===== src/rtl/sine_nco.sv =====
// sine_nco: phase-accumulating oscillator feeding a 256-entry dual-port
// sine LUT. Adjacent table words are fetched together and blended with the
// next 8 phase bits to give a 21-bit signed sample on a valid/ready port.
//
// Output handshake: o_sample_valid rises with a new o_sample and both hold
// stable until the cycle where i_sample_ready is also high; that cycle is
// the transfer, and valid drops on the following edge.
module sine_nco #(
    parameter int PHASE_WIDTH = 24
) (
    input  logic                   i_clk,
    input  logic                   i_rst,
    input  logic                   i_enable,
    input  logic [PHASE_WIDTH-1:0] i_fcw,
    input  logic                   i_phase_clear,
    output logic                   o_lut_ena,
    output logic [7:0]             o_lut_addra,
    input  logic [20:0]            i_lut_douta,
    output logic                   o_lut_enb,
    output logic [7:0]             o_lut_addrb,
    input  logic [20:0]            i_lut_doutb,
    output logic [20:0]            o_sample,
    output logic                   o_sample_valid,
    input  logic                   i_sample_ready,
    output logic [2:0]             o_state
);

    localparam int PW = PHASE_WIDTH;

    typedef enum logic [2:0] {
        S_IDLE   = 3'd0,
        S_FETCH  = 3'd1,
        S_WAIT   = 3'd2,
        S_INTERP = 3'd3,
        S_OUT    = 3'd4
    } state_t;

    state_t        r_state;
    state_t        w_next;
    logic [PW-1:0] r_phase;
    logic [7:0]    r_frac;
    logic [20:0]   r_a;
    logic [20:0]   r_b;
    logic [20:0]   r_sample;
    logic          r_sample_valid;

    logic [7:0]         w_idx;
    logic [7:0]         w_frac_now;
    logic               w_handshake;
    logic signed [21:0] w_diff;
    logic signed [30:0] w_prod;
    logic signed [30:0] w_shift;
    logic [20:0]        w_interp;
    logic               w_unused;

    assign w_idx       = r_phase[PW-1:PW-8];
    assign w_frac_now  = r_phase[PW-9:PW-16];
    assign w_handshake = (r_state == S_OUT) && i_sample_ready;

    // Blend: a + ((b - a) * frac) >>> 8. The result always lies between a
    // and b, so keeping the low 21 bits of the shifted step is exact.
    assign w_diff   = $signed({r_b[20], r_b}) - $signed({r_a[20], r_a});
    assign w_prod   = w_diff * $signed({1'b0, r_frac});
    assign w_shift  = w_prod >>> 8;
    assign w_interp = r_a + w_shift[20:0];
    assign w_unused = ^w_shift[30:21];

    assign o_sample       = r_sample;
    assign o_sample_valid = r_sample_valid;
    assign o_state        = r_state;

    // Phase accumulator: clear has priority over the per-sample advance.
    always_ff @(posedge i_clk or posedge i_rst) begin
        if (i_rst) begin
            r_phase <= '0;
        end else if (i_phase_clear) begin
            r_phase <= '0;
        end else if (w_handshake) begin
            r_phase <= r_phase + i_fcw;
        end
    end

    // FSM state register.
    always_ff @(posedge i_clk or posedge i_rst) begin
        if (i_rst) begin
            r_state <= S_IDLE;
        end else begin
            r_state <= w_next;
        end
    end

    // Next-state logic and LUT port drive (ports only active in FETCH).
    always_comb begin
        w_next      = r_state;
        o_lut_ena   = 1'b0;
        o_lut_enb   = 1'b0;
        o_lut_addra = 8'd0;
        o_lut_addrb = 8'd0;
        case (r_state)
            S_IDLE: begin
                if (i_enable) begin
                    w_next = S_FETCH;
                end
            end
            S_FETCH: begin
                o_lut_ena   = 1'b1;
                o_lut_enb   = 1'b1;
                o_lut_addra = w_idx;
                o_lut_addrb = w_idx + 8'd1;
                w_next      = S_WAIT;
            end
            S_WAIT: begin
                w_next = S_INTERP;
            end
            S_INTERP: begin
                w_next = S_OUT;
            end
            S_OUT: begin
                if (i_sample_ready) begin
                    w_next = i_enable ? S_FETCH : S_IDLE;
                end
            end
            default: begin
                w_next = S_IDLE;
            end
        endcase
    end

    // Datapath: latch frac at fetch, LUT words at wait, sample at interp.
    always_ff @(posedge i_clk or posedge i_rst) begin
        if (i_rst) begin
            r_frac         <= '0;
            r_a            <= '0;
            r_b            <= '0;
            r_sample       <= '0;
            r_sample_valid <= 1'b0;
        end else begin
            if (r_state == S_FETCH) begin
                r_frac <= w_frac_now;
            end
            if (r_state == S_WAIT) begin
                r_a <= i_lut_douta;
                r_b <= i_lut_doutb;
            end
            if (r_state == S_INTERP) begin
                r_sample       <= w_interp;
                r_sample_valid <= 1'b1;
            end
            if (w_handshake) begin
                r_sample_valid <= 1'b0;
            end
        end
    end

endmodule


===== config.mk =====
export PLATFORM = sky130hd
export DESIGN_NAME = sine_nco
export DESIGN_NICKNAME = d
export VERILOG_FILES = /design/src/rtl/sine_nco.sv
export SDC_FILE = /design/constraint.sdc
export NUM_CORES = 1
export LEC_CHECK = 0
export ABC_AREA = 0
export CAP_MARGIN = 20
export CORE_MARGIN = 2
export CORE_UTILIZATION = 50
export CTS_BUF_LIST = sky130_fd_sc_hd__clkbuf_16
export CTS_CLUSTER_DIAMETER = 50
export DETAILED_ROUTE_END_ITERATION = 16
export DONT_BUFFER_PORTS = 1
export PLACE_DENSITY = 0.77
export REMOVE_ABC_BUFFERS = 1
export SYNTH_ARGS = -nofsm -noshare
export SYNTH_HDL_FRONTEND = slang
export SYNTH_SLANG_ARGS = --single-unit

===== constraint.sdc =====
create_clock -name i_clk -period 9.75 [get_ports i_clk]
set_input_delay 2.4375 -clock i_clk [delete_from_list [all_inputs] [get_ports i_clk]]
set_output_delay 2.4375 -clock i_clk [all_outputs]
set_load 0.01 [all_outputs]

==> out/summary.txt, run 1 <==
synthesis-to-finish area growth: 5.28%
CTS max path bufs: 2
Final ANT Viol Nets: 0
Final nets: 1782
cell row count: 58
global-route wire length before repair: 51.8 mm
fin worst setup slack: 394 ps
Slew @ Worst Pin: 1070 ps
Num CTS Buffers: 9
Hold Buf Count CTS: 0
CP peak stage delay: 570 ps
Rel. slew slack: 28.8%
post-DP HPWL: 24.9 mm
Hold WS: 511 ps
LEAKAGE: 6.90 nW
Die H: 164 um
average size of a mapped cell: 8.71 sq um
clock root buffer: clkbuf_16
RD Place Congestion: 0.919
Initial Utilization: 51.0%
Core Area: 25200 sq um
Worst Path Max Fanout: 8
vias in the first global route: 10267
skew final: 12.5 ps
Vias/cell: 5.67
fillcell total: 2239
Place WS: 219 ps
Hold/Removal Path Class: flip-flop to flip-flop
slowest CP cell: fa_1
fraction of registers with async set/reset: 100%
Yosys reg bits: 99
Worst-Skew Late Latency: 360 ps
Synth area leaders: fa_1 (21%), dfrtp_1 (19%), ha_1 (12%)
layout cells sized above 1: 6.65%
final WL: 31.5 mm
Final Hold Viols: 0
pins over their slew limit: 0
via count: 10135
Residual DRC: 0
initial drt markers: 637
period utilization: 96.0%
full die area: 27000 sq um
critical path class: flip-flop to flip-flop
largest net degree at the start of global routing: 65
critical path endpoint category: flip-flop
Worst setup SP type: flip-flop
yosys warns: 0
Max IR drop VDD: 0.201 mV
status: finished, final reports clean
critical path arrival: 9590 ps
n_diodes: 0
Top cell by count, worst path: fa_1
Power Density: 298 nW/um^2
Setup TNS Final: 0 ps
area leader, netlist: fa_1
Tot GR Track Use: 24.5%
commonest cells in the netlist: inv_1 (236), nand2_1 (203), fa_1 (135)
Top FF cell, synth: dfrtp_1
DIE WIDTH: 164 um
min Tclk post-route: 9360 ps
final setup fails: 0
Mapped Cells: 1475
worst r2r path cells: 34
# IOs: 114
drt first pass iters: 5
initial antenna violation count: 0
H-tree levels: 3
Highest Clock Rate: 0.107 GHz
Clock Sinks: 99
total power: 4.03 mW
Reg clk slew, reported paths: 70 ps
FF/Latch Area: 2480 sq um
sequential area share after synthesis: 19.3%
Core Util, Final: 53.7%
final global-route overflow total: 0
WL/cell: 17.6 um
Req. time, crit path: 9980 ps
Synth Cell Area: 12800 sq um
max cap viols: 0
area share of the largest cell type after synthesis: 21.0%
I/O Buffers: 0
count of cells along the worst hold path: 1
Unique masters post-synth: 69
unrepaired setup endpoints after global routing: no
area occupied by multi-input gates: 9330 sq um
CTS tree: yes
EDFF count, synth: 0
top-count cell post-synth: inv_1
==> layout make-up <==
class | count | area share, %
multi-input combinational | 1091 | 69.0
sequential | 99 | 18.3
inverter | 237 | 6.60
tap | 330 | 3.05
clock buffer | 9 | 1.67
timing repair buffer | 17 | 0.944
clock inverter | 6 | 0.426
==> sequential cells by signal, indices dropped and copies added (netlist names) <==
name            count
o_sample_valid      1
o_sample           21
r_phase            24
r_b                21
r_a                21
o_state             3
r_frac              8
==> cells in the final DEF, fill, tap and decap left out, types with 3 or more instances in the layout <==
cell type / Yosys / layout
a211o_1: 3 / 3
a211oi_1: 8 / 8
a21o_1: 24 / 24
a21oi_1: 62 / 62
a31o_2: 4 / 4
a31oi_1: 12 / 12
and2_1: 60 / 60
and3_1: 12 / 12
and4_1: 6 / 6
buf_4: 1 / 17
clkbuf_16: 0 / 9
dfrtp_1: 99 / 99
fa_1: 135 / 135
ha_1: 121 / 121
inv_1: 236 / 235
mux2_2: 34 / 34
mux2i_1: 10 / 10
nand2_1: 203 / 203
nand2b_1: 24 / 24
nand3_1: 29 / 29
nand3b_1: 5 / 5
nand4_1: 6 / 6
nand4b_1: 4 / 4
nor2_1: 61 / 60
nor2b_1: 12 / 12
nor3_1: 23 / 23
nor3b_1: 5 / 4
o211ai_1: 6 / 6
o21a_1: 10 / 10
o21ai_0: 61 / 61
o21bai_1: 12 / 12
o31a_1: 6 / 6
o31ai_1: 15 / 15
or2_2: 4 / 4
or3_1: 4 / 4
xnor2_1: 45 / 44
xor2_1: 27 / 27
==> path summary, 6_finish.rpt <==
check                      startpoint            to  slack [ps]
min                           r_b[20]       r_b[20]         510
max                            r_a[0]  o_sample[20]         390
min reg2reg                   r_b[20]       r_b[20]         510
max in group asynchronous       i_rst       r_a[19]        6560
max reg2reg                    r_a[0]  o_sample[20]         390
min in group asynchronous       i_rst        r_a[3]        1970
==> metal layers <==
metal | global-route usage, % | share of wire [%] | wire [um] | up-vias
met5 | 0 | 0 | 0 | -
met4 | 10.3 | 4.2 | 1330 | 0
met3 | 5.13 | 8.4 | 2650 | 76
met2 | 40.9 | 48 | 15000 | 376
met1 | 30.9 | 40 | 12500 | 4917
li1 | - | - | - | 4766
==> cell families after synthesis <==
kind of cell | share of synthesized area, %
AOI/OAI and AO/OA | 12.9
xor gates and xnor gates | 5.08
and+or+nand+nor | 17.8
DFF | 19.3
muxes | 3.76
buffers and inverters | 8.37
adders and majority gates | 32.8
==> worst max-delay path, delay by kind of cell, from the launching register on <==
family                     cells  cell delay, ps
adders and majority gates      8            3360
and+or+nand+nor                9            2020
AOI/OAI and AO/OA             12            2750
DFF                            1             410
xor gates and xnor gates       2             550
buffers and inverters          3             140
==> stage by stage <==
stage	area (sq um)	instances
after global routing	13500	1789
after global placement	13200	1769
after detailed placement	13200	1769
after CTS	13500	1784
after floorplan	12700	1427
final	13500	1789
==> power breakdown <==
part	leakage [nW]	switching (mW)	internal, mW
clock network	0.140	0.184	0.179
registers	1.26	0.186	0.561
logic	5.49	1.83	1.09
total	6.90	2.20	1.83
==> repair_timing <==
item,in CTS,in global routing
resized for setup,0,7
setup endpoints to repair,0,5
setup buffers,0,5
Note: power is estimated with default switching activity, not from simulation.
==> run 2, diff against run 1 <==
--- a/config.mk
+++ b/config.mk
@@ -6,6 +6,7 @@
 export NUM_CORES = 1
 export LEC_CHECK = 0
 export ABC_AREA = 0
+export ABC_CLOCK_PERIOD_IN_PS = 9750
 export CAP_MARGIN = 20
 export CORE_MARGIN = 2
 export CORE_UTILIZATION = 50
==> results of run 2 <==
The final DEF is identical to that of run 1; final timing and power are the same.
